===== src/rtl/cnn_layer_accel_job_pkg.sv =====
// Shared types and descriptor layout for the CNN layer job controller.
// Imported by the controller top and its beat counters.
package cnn_layer_accel_job_pkg;

  localparam int CNT_WIDTH_DEF = 16;

  localparam int FIELD_W   = 16;
  localparam int PIX_LSB   = 0;
  localparam int WGT_LSB   = 16;
  localparam int RES_LSB   = 32;
  localparam int FIELD_END = 48;

  typedef enum logic [2:0] {
    ST_IDLE,
    ST_FETCH_REQ,
    ST_FETCH,
    ST_PROCESS,
    ST_COMPLETE
  } job_state_e;

endpackage


===== src/rtl/cnn_layer_accel_job_ctrl_beat_cntr.sv =====
// Saturating beat counter: counts enabled beats up to a target.
// Reports both the current and the next-cycle "reached target" status.
module cnn_layer_accel_beat_cntr
  import cnn_layer_accel_job_pkg::*;
#(
  parameter int C_CNT_WIDTH = CNT_WIDTH_DEF
) (
  input  logic                   clk_i,
  input  logic                   rst_ni,
  input  logic                   en_i,
  input  logic                   clr_i,
  input  logic [C_CNT_WIDTH-1:0] target_i,
  output logic [C_CNT_WIDTH-1:0] count_o,
  output logic                   done_o,
  output logic                   done_nxt_o
);

  localparam logic [C_CNT_WIDTH-1:0] ONE = 1;

  logic [C_CNT_WIDTH-1:0] cnt_q, cnt_d;

  always_comb begin
    cnt_d = cnt_q;
    if (clr_i) begin
      cnt_d = '0;
    end else if (en_i && (cnt_q < target_i)) begin
      cnt_d = cnt_q + ONE;
    end
  end

  always_ff @(posedge clk_i or negedge rst_ni) begin
    if (!rst_ni) begin
      cnt_q <= '0;
    end else begin
      cnt_q <= cnt_d;
    end
  end

  assign count_o    = cnt_q;
  assign done_o     = (cnt_q == target_i);
  assign done_nxt_o = (cnt_d == target_i);

endmodule


===== src/rtl/cnn_layer_accel_job_ctrl.sv =====
// Job sequencer for one CNN layer: accept, fetch, process, complete.
// Every output is a register loaded from the next-state decode.
module cnn_layer_accel_job_ctrl
  import cnn_layer_accel_job_pkg::*;
#(
  parameter int C_CNT_WIDTH   = CNT_WIDTH_DEF,
  parameter int C_PARAM_WIDTH = 128
) (
  input  logic                     clk_if,
  input  logic                     rst_n,
  input  logic                     job_start,
  output logic                     job_accept,
  input  logic [C_PARAM_WIDTH-1:0] job_parameters,
  output logic                     job_fetch_request,
  input  logic                     job_fetch_ack,
  output logic                     job_fetch_complete,
  output logic                     job_complete,
  input  logic                     job_complete_ack,
  input  logic                     pixel_valid,
  output logic                     pixel_ready,
  input  logic                     weight_valid,
  output logic                     weight_ready,
  input  logic                     result_valid,
  input  logic                     result_accept,
  output logic                     core_start,
  output logic                     busy
);

  job_state_e state_q, state_d;

  logic [C_CNT_WIDTH-1:0] pix_tgt_q, wgt_tgt_q, res_tgt_q;
  logic [C_CNT_WIDTH-1:0] pix_cnt, wgt_cnt, res_cnt;
  logic pix_done, wgt_done, res_done;
  logic pix_done_nxt, wgt_done_nxt, res_done_nxt;
  logic pix_en, wgt_en, res_en;
  logic latch_en, cnt_clr;

  logic acc_q, acc_d;
  logic req_q, req_d;
  logic fcmp_q, fcmp_d;
  logic cmp_q, cmp_d;
  logic prdy_q, prdy_d;
  logic wrdy_q, wrdy_d;
  logic cs_q, cs_d;
  logic busy_q, busy_d;

  assign pix_en = pixel_valid & prdy_q;
  assign wgt_en = weight_valid & wrdy_q;
  assign res_en = result_valid & result_accept &
                  (state_q == ST_PROCESS);

  always_comb begin
    state_d  = state_q;
    acc_d    = 1'b0;
    fcmp_d   = 1'b0;
    cs_d     = 1'b0;
    latch_en = 1'b0;
    cnt_clr  = 1'b0;
    unique case (state_q)
      ST_IDLE: begin
        if (job_start) begin
          state_d  = ST_FETCH_REQ;
          acc_d    = 1'b1;
          latch_en = 1'b1;
          cnt_clr  = 1'b1;
        end
      end
      ST_FETCH_REQ: begin
        if (job_fetch_ack) state_d = ST_FETCH;
      end
      ST_FETCH: begin
        if (pix_done && wgt_done) begin
          state_d = ST_PROCESS;
          fcmp_d  = 1'b1;
          cs_d    = 1'b1;
        end
      end
      ST_PROCESS: begin
        if (res_done) state_d = ST_COMPLETE;
      end
      ST_COMPLETE: begin
        if (job_complete_ack) begin
          state_d = ST_IDLE;
          cnt_clr = 1'b1;
        end
      end
      default: state_d = ST_IDLE;
    endcase
    req_d  = (state_d == ST_FETCH_REQ);
    cmp_d  = (state_d == ST_COMPLETE);
    busy_d = (state_d != ST_IDLE);
    // ready looks one beat ahead so it falls right after the final beat
    prdy_d = (state_d == ST_FETCH) && !pix_done_nxt;
    wrdy_d = (state_d == ST_FETCH) && !wgt_done_nxt;
  end

  always_ff @(posedge clk_if or negedge rst_n) begin
    if (!rst_n) begin
      state_q   <= ST_IDLE;
      pix_tgt_q <= '0;
      wgt_tgt_q <= '0;
      res_tgt_q <= '0;
      acc_q     <= 1'b0;
      req_q     <= 1'b0;
      fcmp_q    <= 1'b0;
      cmp_q     <= 1'b0;
      prdy_q    <= 1'b0;
      wrdy_q    <= 1'b0;
      cs_q      <= 1'b0;
      busy_q    <= 1'b0;
    end else begin
      state_q <= state_d;
      if (latch_en) begin
        pix_tgt_q <= C_CNT_WIDTH'(job_parameters[PIX_LSB +: FIELD_W]);
        wgt_tgt_q <= C_CNT_WIDTH'(job_parameters[WGT_LSB +: FIELD_W]);
        res_tgt_q <= C_CNT_WIDTH'(job_parameters[RES_LSB +: FIELD_W]);
      end
      acc_q  <= acc_d;
      req_q  <= req_d;
      fcmp_q <= fcmp_d;
      cmp_q  <= cmp_d;
      prdy_q <= prdy_d;
      wrdy_q <= wrdy_d;
      cs_q   <= cs_d;
      busy_q <= busy_d;
    end
  end

  cnn_layer_accel_beat_cntr #(.C_CNT_WIDTH(C_CNT_WIDTH)) u_pix (
    .clk_i(clk_if), .rst_ni(rst_n), .en_i(pix_en), .clr_i(cnt_clr),
    .target_i(pix_tgt_q), .count_o(pix_cnt),
    .done_o(pix_done), .done_nxt_o(pix_done_nxt)
  );

  cnn_layer_accel_beat_cntr #(.C_CNT_WIDTH(C_CNT_WIDTH)) u_wgt (
    .clk_i(clk_if), .rst_ni(rst_n), .en_i(wgt_en), .clr_i(cnt_clr),
    .target_i(wgt_tgt_q), .count_o(wgt_cnt),
    .done_o(wgt_done), .done_nxt_o(wgt_done_nxt)
  );

  cnn_layer_accel_beat_cntr #(.C_CNT_WIDTH(C_CNT_WIDTH)) u_res (
    .clk_i(clk_if), .rst_ni(rst_n), .en_i(res_en), .clr_i(cnt_clr),
    .target_i(res_tgt_q), .count_o(res_cnt),
    .done_o(res_done), .done_nxt_o(res_done_nxt)
  );

  logic unused_bits;
  assign unused_bits = ^{job_parameters[C_PARAM_WIDTH-1:FIELD_END],
                         pix_cnt, wgt_cnt, res_cnt, res_done_nxt};

  assign job_accept         = acc_q;
  assign job_fetch_request  = req_q;
  assign job_fetch_complete = fcmp_q;
  assign job_complete       = cmp_q;
  assign pixel_ready        = prdy_q;
  assign weight_ready       = wrdy_q;
  assign core_start         = cs_q;
  assign busy               = busy_q;

endmodule

===== config.mk =====
export PLATFORM = sky130hd
export DESIGN_NAME = cnn_layer_accel_job_ctrl
export DESIGN_NICKNAME = d
export VERILOG_FILES = /design/src/rtl/cnn_layer_accel_job_pkg.sv /design/src/rtl/cnn_layer_accel_job_ctrl_beat_cntr.sv /design/src/rtl/cnn_layer_accel_job_ctrl.sv
export SDC_FILE = /design/constraint.sdc
export NUM_CORES = 1
export LEC_CHECK = 0
export ABC_AREA = 1
export ABC_CLOCK_PERIOD_IN_PS = 2600
export CAP_MARGIN = 5
export CORE_MARGIN = 2
export CORE_UTILIZATION = 54
export DETAILED_ROUTE_END_ITERATION = 8
export HOLD_SLACK_MARGIN = 0.06
export PLACE_DENSITY = 0.79
export SLEW_MARGIN = 20
export SYNTH_ARGS = -nofsm -noshare
export SYNTH_HDL_FRONTEND = slang
export SYNTH_HIERARCHICAL = 1
export SYNTH_SLANG_ARGS = --single-unit
export TNS_END_PERCENT = 1

===== constraint.sdc =====
create_clock -name clk_if -period 2.6 [get_ports clk_if]
set_input_delay 0.26 -clock clk_if [delete_from_list [all_inputs] [get_ports clk_if]]
set_output_delay 0.26 -clock clk_if [all_outputs]
set_load 0.03 [all_outputs]

Word-level counts from Yosys, hierarchy flattened
Index checks and enable logic that the tools add are counted.
{"block": "totals", "reg_bits": 106, "in_bits": 137, "output_inout_bits": 8, "elab_cells": 65}
{"block": "classes", "order_cmp": 3, "mux": 18, "n_bitwise": 4, "n_reduce_logical": 11, "add_sub_neg": 3, "n_eq_ne": 12}
{"cell": "2-to-1 mux 16 bit", "count": 6}
{"cell": "equality test 16 bit", "count": 5}
{"cell": "adder 16 x 1 -> 16 bit (second input constant)", "count": 3}
{"cell": "less-than comparator 16 bit", "count": 3}
{"cell": "2-to-1 mux 3 bit", "count": 5}
{"cell": "one-hot mux 3 bit (5 select lines)", "count": 1}
{"cell": "equality test 3 x 2 -> 1 bit (second input constant)", "count": 3}
{"cell": "equality test 3 x 1 -> 1 bit (second input constant)", "count": 2}
{"cell": "equality test 3 bit (second input constant)", "count": 2}
{"cell": "logical AND 1 bit", "count": 6}
{"cell": "2-to-1 mux 1 bit", "count": 5}
{"cell": "bitwise AND 1 bit", "count": 4}
{"cell": "logical NOT 3 bit", "count": 1}
{"cell": "nonzero test 3 bit", "count": 1}
{"cell": "logical NOT 1 bit", "count": 2}
{"cell": "one-hot mux 1 bit (2 select lines)", "count": 1}
{"cell": "nonzero test 2 bit", "count": 1}

Longest topological paths before layout
Gate-level depths: netlist of run 1.
{"block": "depth", "word_depth": 7, "ltp_mapped": 23, "depth_no_buf": 22}

By module
The synthesis of run 1 kept the hierarchy.
{"mod": "cnn_layer_accel_beat_cntr", "cells_per_inst": 326, "n_inst": 3, "seq_area_each_um2": 400.4, "area_per_inst_um2": 1960.6}
{"mod": "cnn_layer_accel_job_ctrl", "cells_per_inst": 257, "n_inst": 1, "seq_area_each_um2": 1451.4, "area_per_inst_um2": 2263.4}

Worst setup path before layout of run 1
OpenSTA, ideal clock, no wires.
{"block": "synth_path", "path_kind": "reg-to-reg", "from": "reg pix_tgt_q[15]", "to": "reg prdy_q (netlist: pixel_ready)", "setup_time_ns": 0.117, "t_arrival_ns": 1.925, "path_stages_with_launch": 17, "synth_period_minus_slack_ns": 2.042, "setup_slack_ns": 0.558, "t_required_ns": 2.483, "path_buffers": 2, "cell_sequence": "dfrtp_1 -> inv_1 -> ha_1 -> a21oi_1 -> o21ai_1 -> nor2_2 -> buf_6 -> buf_6 -> nand4_1 -> nand3_1 -> nand2_1 -> nand2_1 -> nand2_1 -> nor2_1 -> nand2_1 -> nor2_1 -> nor2_1"}
{"block": "synth_via", "elab_chain_len": 7, "word_cells_on_any_way": 12, "cone_classes": "1 x order compare; 3 x eq/ne; 4 x mux; 4 x reduce/logical"}
{"element": "from (decl)", "line": "cnn_layer_accel_job_ctrl.sv:31", "rtl": "logic [C_CNT_WIDTH-1:0] pix_tgt_q, wgt_tgt_q, res_tgt_q;"}
{"element": "from (signal assigned)", "line": "cnn_layer_accel_job_ctrl.sv:114", "rtl": "pix_tgt_q <= C_CNT_WIDTH'(job_parameters[PIX_LSB +: FIELD_W]);"}
{"element": "less-than comparator 16 bit", "line": "cnn_layer_accel_job_ctrl_beat_cntr.sv:26", "rtl": "end else if (en_i && (cnt_q < target_i)) begin"}
{"element": "logical AND 1 bit", "line": "cnn_layer_accel_job_ctrl_beat_cntr.sv:26"}
{"element": "2-to-1 mux 16 bit", "line": "cnn_layer_accel_job_ctrl_beat_cntr.sv:26"}
{"element": "2-to-1 mux 16 bit", "line": "cnn_layer_accel_job_ctrl_beat_cntr.sv:24", "rtl": "if (clr_i) begin"}
{"element": "equality test 16 bit (*)", "line": "cnn_layer_accel_job_ctrl_beat_cntr.sv:41", "rtl": "assign done_nxt_o = (cnt_d == target_i);"}
{"element": "net pix_done_nxt", "line": "cnn_layer_accel_job_ctrl.sv:34", "rtl": "logic pix_done_nxt, wgt_done_nxt, res_done_nxt;"}
{"element": "logical NOT 1 bit (*)", "line": "cnn_layer_accel_job_ctrl.sv:93", "rtl": "prdy_d = (state_d == ST_FETCH) && !pix_done_nxt;"}
{"element": "logical AND 1 bit (*)", "line": "cnn_layer_accel_job_ctrl.sv:93"}
{"element": "net prdy_d", "line": "cnn_layer_accel_job_ctrl.sv:42", "rtl": "logic prdy_q, prdy_d;"}
{"element": "to (signal assigned)", "line": "cnn_layer_accel_job_ctrl.sv:122", "rtl": "prdy_q <= prdy_d;"}
{"element": "to (decl)", "line": "cnn_layer_accel_job_ctrl.sv:42"}
Mark *: on every way through the listed nets, which the timed path passes. The rest lies on a longest branch.
A chain may end at the register's enable or synchronous reset.

Worst setup path in the final report of run 1
{"block": "layout_path", "from": "reg u_wgt.cnt_q[12] (netlist: u_wgt/count_o[12])", "to": "reg wrdy_q (netlist: weight_ready)"}
{"block": "layout_via", "elab_chain_len": 7, "word_cells_on_any_way": 13, "cone_classes": "1 x add/sub; 1 x order compare; 3 x eq/ne; 4 x mux; 4 x reduce/logical"}
{"element": "from (decl)", "line": "cnn_layer_accel_job_ctrl_beat_cntr.sv:20", "rtl": "logic [C_CNT_WIDTH-1:0] cnt_q, cnt_d;"}
{"element": "from (signal assigned)", "line": "cnn_layer_accel_job_ctrl_beat_cntr.sv:35", "rtl": "cnt_q <= cnt_d;"}
{"element": "less-than comparator 16 bit", "line": "cnn_layer_accel_job_ctrl_beat_cntr.sv:26"}
{"element": "logical AND 1 bit", "line": "cnn_layer_accel_job_ctrl_beat_cntr.sv:26"}
{"element": "2-to-1 mux 16 bit (*)", "line": "cnn_layer_accel_job_ctrl_beat_cntr.sv:26"}
{"element": "2-to-1 mux 16 bit (*)", "line": "cnn_layer_accel_job_ctrl_beat_cntr.sv:24"}
{"element": "equality test 16 bit (*)", "line": "cnn_layer_accel_job_ctrl_beat_cntr.sv:41"}
{"element": "net wgt_done_nxt", "line": "cnn_layer_accel_job_ctrl.sv:34"}
{"element": "logical NOT 1 bit (*)", "line": "cnn_layer_accel_job_ctrl.sv:94", "rtl": "wrdy_d = (state_d == ST_FETCH) && !wgt_done_nxt;"}
{"element": "logical AND 1 bit (*)", "line": "cnn_layer_accel_job_ctrl.sv:94"}
{"element": "net wrdy_d", "line": "cnn_layer_accel_job_ctrl.sv:43", "rtl": "logic wrdy_q, wrdy_d;"}
{"element": "to (signal assigned)", "line": "cnn_layer_accel_job_ctrl.sv:123", "rtl": "wrdy_q <= wrdy_d;"}
{"element": "to (decl)", "line": "cnn_layer_accel_job_ctrl.sv:43"}
Marks and branches as above.

==> impl_results.md, run 1 <==
- Outcome: finished, final reports clean
- Comb power frac: 0.495
- Switching part of the total: 0.446
- Synth Cell Area: 7780 sq um
- Total clock sinks: 106
- First-pass GRT wire length: 30500 um
- H-Tree Level Count: 3
- Crit path required time: 2.85 ns
- DIE WIDTH: 124 um
- Worst slew pin tran: 0.733 ns
- Via count: 7451
- DRT antenna net count: 0
- Area of the multi-input gates: 4130 sq um
- Synthesized area per cell: 6.77 sq um
- FF/Latch Area: 2660 sq um
- Fillers: 1218
- CTS root buf: clkbuf_16
- # port buffers: 64
- Peak VDD IR: 0.000408 V
- Fin Setup TNS: 0 ns
- Period utilisation layout: 0.980
- Via/cell ratio: 5.27
- Reg power frac: 0.333
- Core region area: 14000 sq um
- Largest net degree at the start of global routing: 59
- Fmax: 0.392 GHz
- Bufs and invs on worst path: 3
- Placed inst area: 8640 sq um
- Reg-to-Reg End: weight_ready$_DFF_PN0_
- Reg2reg start: u_wgt/count_o[12]$_DFF_PN0_
- Fin crit period: 2.55 ns
- Remaining DRCs: 0
- DR WL/cell: 13.4 um
- Final Setup Violations: 0
- Pre-CTS setup slack: 0.138 ns
- Grt ovf: 0
- Nets@finish: 1418
- Clock power share: 0.173
- Syn nets: 1338
- Top Family by Delay on Critical Path: simple AND/OR/NAND/NOR gates
- CP max-delay cell: dfrtp_1
- Crit path depth: 16
- Antenna violations before repair: 0
- P_sw: 0.00374 W
- Register-to-Register Path Depth: 16
- HP Class: primary input to register
- Final clock skew: 0.0137 ns
- # rows: 43
- Total of max-cap violations: 0
- Gr usage total: 0.249
- TritonCTS buffer count: 9
- Clock latency on the worst-skew pair: 0.36 ns
- # IOs: 145
- Initial Utilization: 0.556
- Startpoint types: register
- Data arrival, critical path: 2.80 ns
- Critical path endpoint: weight_ready$_DFF_PN0_
- Drt first pass iters: 5
- Antenna Diode Count: 0
- Layout cells sized above 1: 0.103
- Syn. warnings: 6
- Cell count after synthesis: 1150
- Final-report hold violation count: 0
- Initial DRC count: 766
- Leakage: 5.14 nW
- Die Height: 124 um
- Worst stage delay on the critical path: 0.47 ns
- Final Cell Area: 9270 sq um
- Clock tree buffer depth: 2
- Internal power: 0.00464 W
- Crit path from: u_wgt/count_o[12]$_DFF_PN0_
- RSZ-0062 raised after global routing: yes
- Placer congestion estimate: 0.915
- CP max FO: 8
- P&R area growth vs syn: 19.1%
- CP Capture Type: register
- Final setup margin: 0.0519 ns
- Clk slew on worst S/H paths: 0.08 ns
- Critical-path cell list: ha_1, nand4_1, a21oi_2, nor2_4, buf_4, clkbuf_16, nand4_1, nand3_1, nand2_1, nand2_1, inv_1, nand2_1, nor2_1, nand2_1, nor2_1, nor2_1
- Crit Path Class: register to register
- Number of global-route vias before repair: 6712
- Power Dens Cells: 905 nW/um^2
- Slew HR: 0.511
- Final WL: 19000 um
- CP most frequent cell: nand2_1
- CTS tree: yes
- DP HPWL: 13300 um
- Pins Over Slew Limit: 0
- Flop2flop setup slack: 0.05 ns
- Final core utilization: 0.663
- Die ar.: 15400 sq um
## area by class of cell
class                   count  area share
clock inverters             7     0.00891
repair buffers            110       0.123
well taps                 180      0.0243
multi-input cells         787       0.446
clock buffers               9      0.0243
inverters                 216      0.0875
flip-flops and latches    106       0.286
## worst min-delay path: stages
cell	delay [ns]
clkdlybuf4s50_1	0.39
nand2_1	0.06
nand2_1	0.04
## through the flow
step | power, W | hold slack (ns) | std cells
final | 0.00839 | 0.425 | 1415
after CTS | 0.00801 | 0.416 | 1401
after detailed placement | 0.00650 | 0.365 | 1384
after global placement | 0.00637 | 0.366 | 1384
after floorplan | 0.00548 | -0.0356 | 1150
after global routing | 0.00913 | 0.420 | 1415
## power groups by stage
stage	combinational (W)	sequential, W	clock (W)
final	0.00415	0.00279	0.00145
after global routing	0.00470	0.00287	0.00156
after CTS	0.00375	0.00278	0.00149
after detailed placement	0.00371	0.00279	0
after global placement	0.00358	0.00279	0
after floorplan	0.00279	0.00269	0
## worst min path at each step
stage	startpoint	to	slack (ns)	cells after the start
finish	job_parameters[16]	wgt_tgt_q[0]$_DFFE_PN0P_	0.43	3
global route	job_parameters[42]	res_tgt_q[10]$_DFFE_PN0P_	0.42	3
CTS	job_parameters[42]	res_tgt_q[10]$_DFFE_PN0P_	0.42	3
detailed placement	rst_n	wgt_tgt_q[7]$_DFFE_PN0P_	0.36	1
global placement	rst_n	wgt_tgt_q[6]$_DFFE_PN0P_	0.37	1
floorplan	rst_n	busy$_DFF_PN0_	-0.04	0
## metal layers
layer	global-route usage	wire length, um	up-vias
met2	0.401	8800	220
met3	0.0495	1130	28
met4	0.0653	304	0
li1	-	-	3773
met5	0	0	-
met1	0.345	8720	3430
## sequential cells by signal, indices dropped and copies added, names as in the netlist
signal             count
u_pix/count_o         16
job_accept             1
core_start             1
u_wgt/count_o         16
pixel_ready            1
job_fetch_request      1
wgt_tgt_q             16
pix_tgt_q             16
state_q                3
res_tgt_q             16
busy                   1
weight_ready           1
u_res/count_o         16
job_complete           1
## layout by cell type (no fill, tap or decap), types with 13 or more instances in the layout
master	n
inv_1	203
nor2_1	62
clkdlybuf4s50_1	63
clkbuf_16	13
nor3_1	14
buf_4	31
nand2_1	393
ha_1	48
nand2_2	16
dfrtp_1	104
nand3_1	99
nand4_1	81
a21oi_1	14
## what timing repair did
action,CTS,global route
hold buffers,1,0
endpoints found under the hold margin,56,0
buffers inserted,0,9
endpoints found under the setup margin,0,2
resized for setup,0,30
Note: power is estimated with default switching activity, not from simulation.
==> run 2: changes to the inputs <==
--- a/config.mk
+++ b/config.mk
@@ -6,13 +6,14 @@
 export NUM_CORES = 1
 export LEC_CHECK = 0
 export ABC_AREA = 1
-export ABC_CLOCK_PERIOD_IN_PS = 2600
+export ABC_CLOCK_PERIOD_IN_PS = 2800
 export CAP_MARGIN = 5
 export CORE_MARGIN = 2
 export CORE_UTILIZATION = 54
 export DETAILED_ROUTE_END_ITERATION = 8
 export HOLD_SLACK_MARGIN = 0.06
 export PLACE_DENSITY = 0.79
+export RECOVER_POWER = 100
 export SLEW_MARGIN = 20
 export SYNTH_ARGS = -nofsm -noshare
 export SYNTH_HDL_FRONTEND = slang
==> constraint.sdc (replaced) <==
create_clock -name clk_if -period 2.8 [get_ports clk_if]
set_input_delay 0.28 -clock clk_if [delete_from_list [all_inputs] [get_ports clk_if]]
set_output_delay 0.28 -clock clk_if [all_outputs]
set_load 0.03 [all_outputs]
==> run 2 against run 1 <==
  * Largest cell class unchanged
  * Fmax shrank 1.8%
  * Critical path depth grew 3
  * The run now ends with capacitance limit, slew limit left
  * Worst hold slack gained 0.016 ns
  * Sequential power shrank 7%
  * Wire length shrank 6.6%
  * Final cell count shrank 1.9%
  * Register-to-register slack gained 0.15 ns
  * Via count shrank 4.2%
  * Power shrank 13%
  * Critical endpoint is now pixel_ready$_DFF_PN0_
  * Clock power shrank 5%
  * Highest routed layer unchanged
==> impl_results.md, run 2 (same netlist as run 1, synthesis figures left out) <==
- Outcome: complete, but fails checks
- Violated checks: capacitance limit, slew limit
- Reg2reg start: pix_tgt_q[5]$_DFFE_PN0P_
- Largest net degree at the start of global routing: 57
- Post-CTS Setup Inserts: 0
- Top Family by Delay on Critical Path: simple AND/OR/NAND/NOR gates
- Power Dens Cells: 832 nW/um^2
- GRT met2 Usage: 0.405
- Critical path endpoint: pixel_ready$_DFF_PN0_
- Initial Utilization: 0.556
- GRT met1 Usage: 0.344
- Final Setup Violations: 0
- Initial DRC count: 625
- Drt first pass iters: 6
- # rows: 43
- Final-report hold violation count: 0
- # port buffers: 64
- Crit Path Class: register to register
- Via count: 7139
- H-Tree Level Count: 3
- GR peak layer: met2
- Most frequent cells in the layout: nand2_1 (397), inv_1 (206), dfrtp_1 (106), nand3_1 (102), nand4_1 (81)
- Data arrival, critical path: 2.85 ns
- Final setup margin: 0.204 ns
- Flop2flop setup slack: 0.20 ns
- Period utilisation layout: 0.927
- DIE WIDTH: 124 um
- Die ar.: 15400 sq um
- Slew HR: -0.0344
- Worst stage delay on the critical path: 0.42 ns
- First-pass GRT wire length: 30600 um
- Worst slew pin tran: 1.55 ns
- Reg-to-Reg End: pixel_ready$_DFF_PN0_
- P&R area growth vs syn: 12.8%
- HP Class: primary input to register
- Fin Setup TNS: 0 ns
- CTS root buf: clkbuf_16
- Total of max-cap violations: 1
- CP most frequent cell: nand2_1
- DRT antenna net count: 0
- Crit path depth: 19
- TritonCTS buffer count: 9
- CP Capture Type: register
- DP HPWL: 13000 um
- Clk slew on worst S/H paths: 0.08 ns
- Core region area: 14000 sq um
- Register-to-Register Path Depth: 19
- Fmax: 0.385 GHz
- Commonest non-fill, non-tap cell in the layout: nand2_1
- Peak VDD IR: 0.000406 V
- Via/cell ratio: 5.14
- Startpoint types: register
- Number of global-route vias before repair: 6773
- Crit path from: pix_tgt_q[5]$_DFFE_PN0P_
- CP max FO: 16
- Total clock sinks: 106
- Layout cells sized above 1: 0.0579
- Crit path required time: 3.05 ns
- Pins Over Slew Limit: 50
- Nets@finish: 1391
- CTS tree: yes
- Pre-CTS setup slack: 0.239 ns
- Final clock skew: 0.0114 ns
- Antenna Diode Count: 0
- Clock tree buffer depth: 2
- Antenna violations before repair: 0
- GR met3 Demand/Resource: 0.0467
- Die Height: 124 um
- Gr usage total: 0.249
- Leakage: 4.90 nW
- Fin crit period: 2.60 ns
- # IOs: 145
- RSZ-0062 raised after global routing: no
- Final WL: 17700 um
- Grt ovf: 0
- Bufs and invs on worst path: 3
- Critical-path cell list: inv_1, ha_1, a21oi_1, nor2_1, nor2_1, nand2_1, nand2_1, buf_4, nand2_2, inv_1, nand3_1, nand3_1, nand2_1, nand2_1, nand2_1, nor2_1, nand2_1, nor2_1, nor2_1
- Placer congestion estimate: 0.894
- Remaining DRCs: 0
- DR WL/cell: 12.8 um
- CP max-delay cell: dfrtp_1
- Clock latency on the worst-skew pair: 0.36 ns
-- run 2: cell count changes in the layout (fill, tap and decap cells not counted), sizes merged --
| cell | change |
|---|---|
| clkdlybuf4s50 | -8 |
| clkinv | +5 |
| buf | -27 |
| dlygate4sd3 | +8 |
| inv | -4 |
| clkinvlp | -1 |
-- run 2: through the flow --
step           hold slack, ns  instances  utilization  power (W)  instance area, sq um
2_1_floorplan         -0.0156       1150            -    0.00509                  7780
3_3_place_gp            0.369       1371        0.607    0.00581                  8490
3_5_place_dp            0.367       1371        0.607    0.00592                  8490
4_1_cts                 0.431       1388        0.632    0.00737                  8840
5_1_grt                 0.444       1388        0.628    0.00805                  8780
6_report                0.442       1388        0.628    0.00730                  8780
-- run 2: worst min-delay path: cells and delay by family --
family | cells | cell delay [ns]
AND/OR/NAND/NOR | 2 | 0.10
buffers and inverters | 1 | 0.39
-- run 2: cell type report --
type / count / area, sq um
Timing Repair Buffer: 83 / 773
Tap cell: 180 / 225
Multi-Input combinational cell: 787 / 3980
Inverter: 216 / 811
Sequential cell: 106 / 2650
Clock buffer: 9 / 225
Fill cell: 1286 / 5210
Clock inverter: 7 / 113
-- run 2: how the worst min path moves through the flow --
stage | startpoint | endpoint | slack (ns) | depth (start not counted)
after global placement | rst_n | wgt_tgt_q[6]$_DFFE_PN0P_ | 0.37 | 1
after detailed placement | rst_n | wgt_tgt_q[6]$_DFFE_PN0P_ | 0.37 | 1
after floorplan | rst_n | busy$_DFF_PN0_ | -0.02 | 0
after global routing | job_parameters[17] | wgt_tgt_q[1]$_DFFE_PN0P_ | 0.44 | 3
final | job_parameters[17] | wgt_tgt_q[1]$_DFFE_PN0P_ | 0.44 | 3
after CTS | job_parameters[17] | wgt_tgt_q[1]$_DFFE_PN0P_ | 0.43 | 3
-- run 2: power breakdown --
group | internal [W] | leakage (nW) | total [W] | switching (W)
clock | 0.000728 | 0.161 | 0.00138 | 0.000656
sequential | 0.00206 | 1.37 | 0.00260 | 0.000540
combinational | 0.00122 | 3.37 | 0.00332 | 0.00210
total | 0.00401 | 4.90 | 0.00730 | 0.00330
-- run 2: repair_timing --
| item | 4_1_cts | 5_1_grt |
|---|---|---|
| endpoints found under the hold margin | 50 | 0 |
| setup endpoints to repair | 0 | 1 |
| gates resized for setup | 0 | 2 |
| hold buffers | 1 | 0 |
-- run 2: routing by layer --
metal | vias to the layer above | part of all wire
met4 | 0 | 0.011
met1 | 3227 | 0.48
li1 | 3726 | -
met2 | 170 | 0.46
met5 | - | 0
met3 | 16 | 0.050
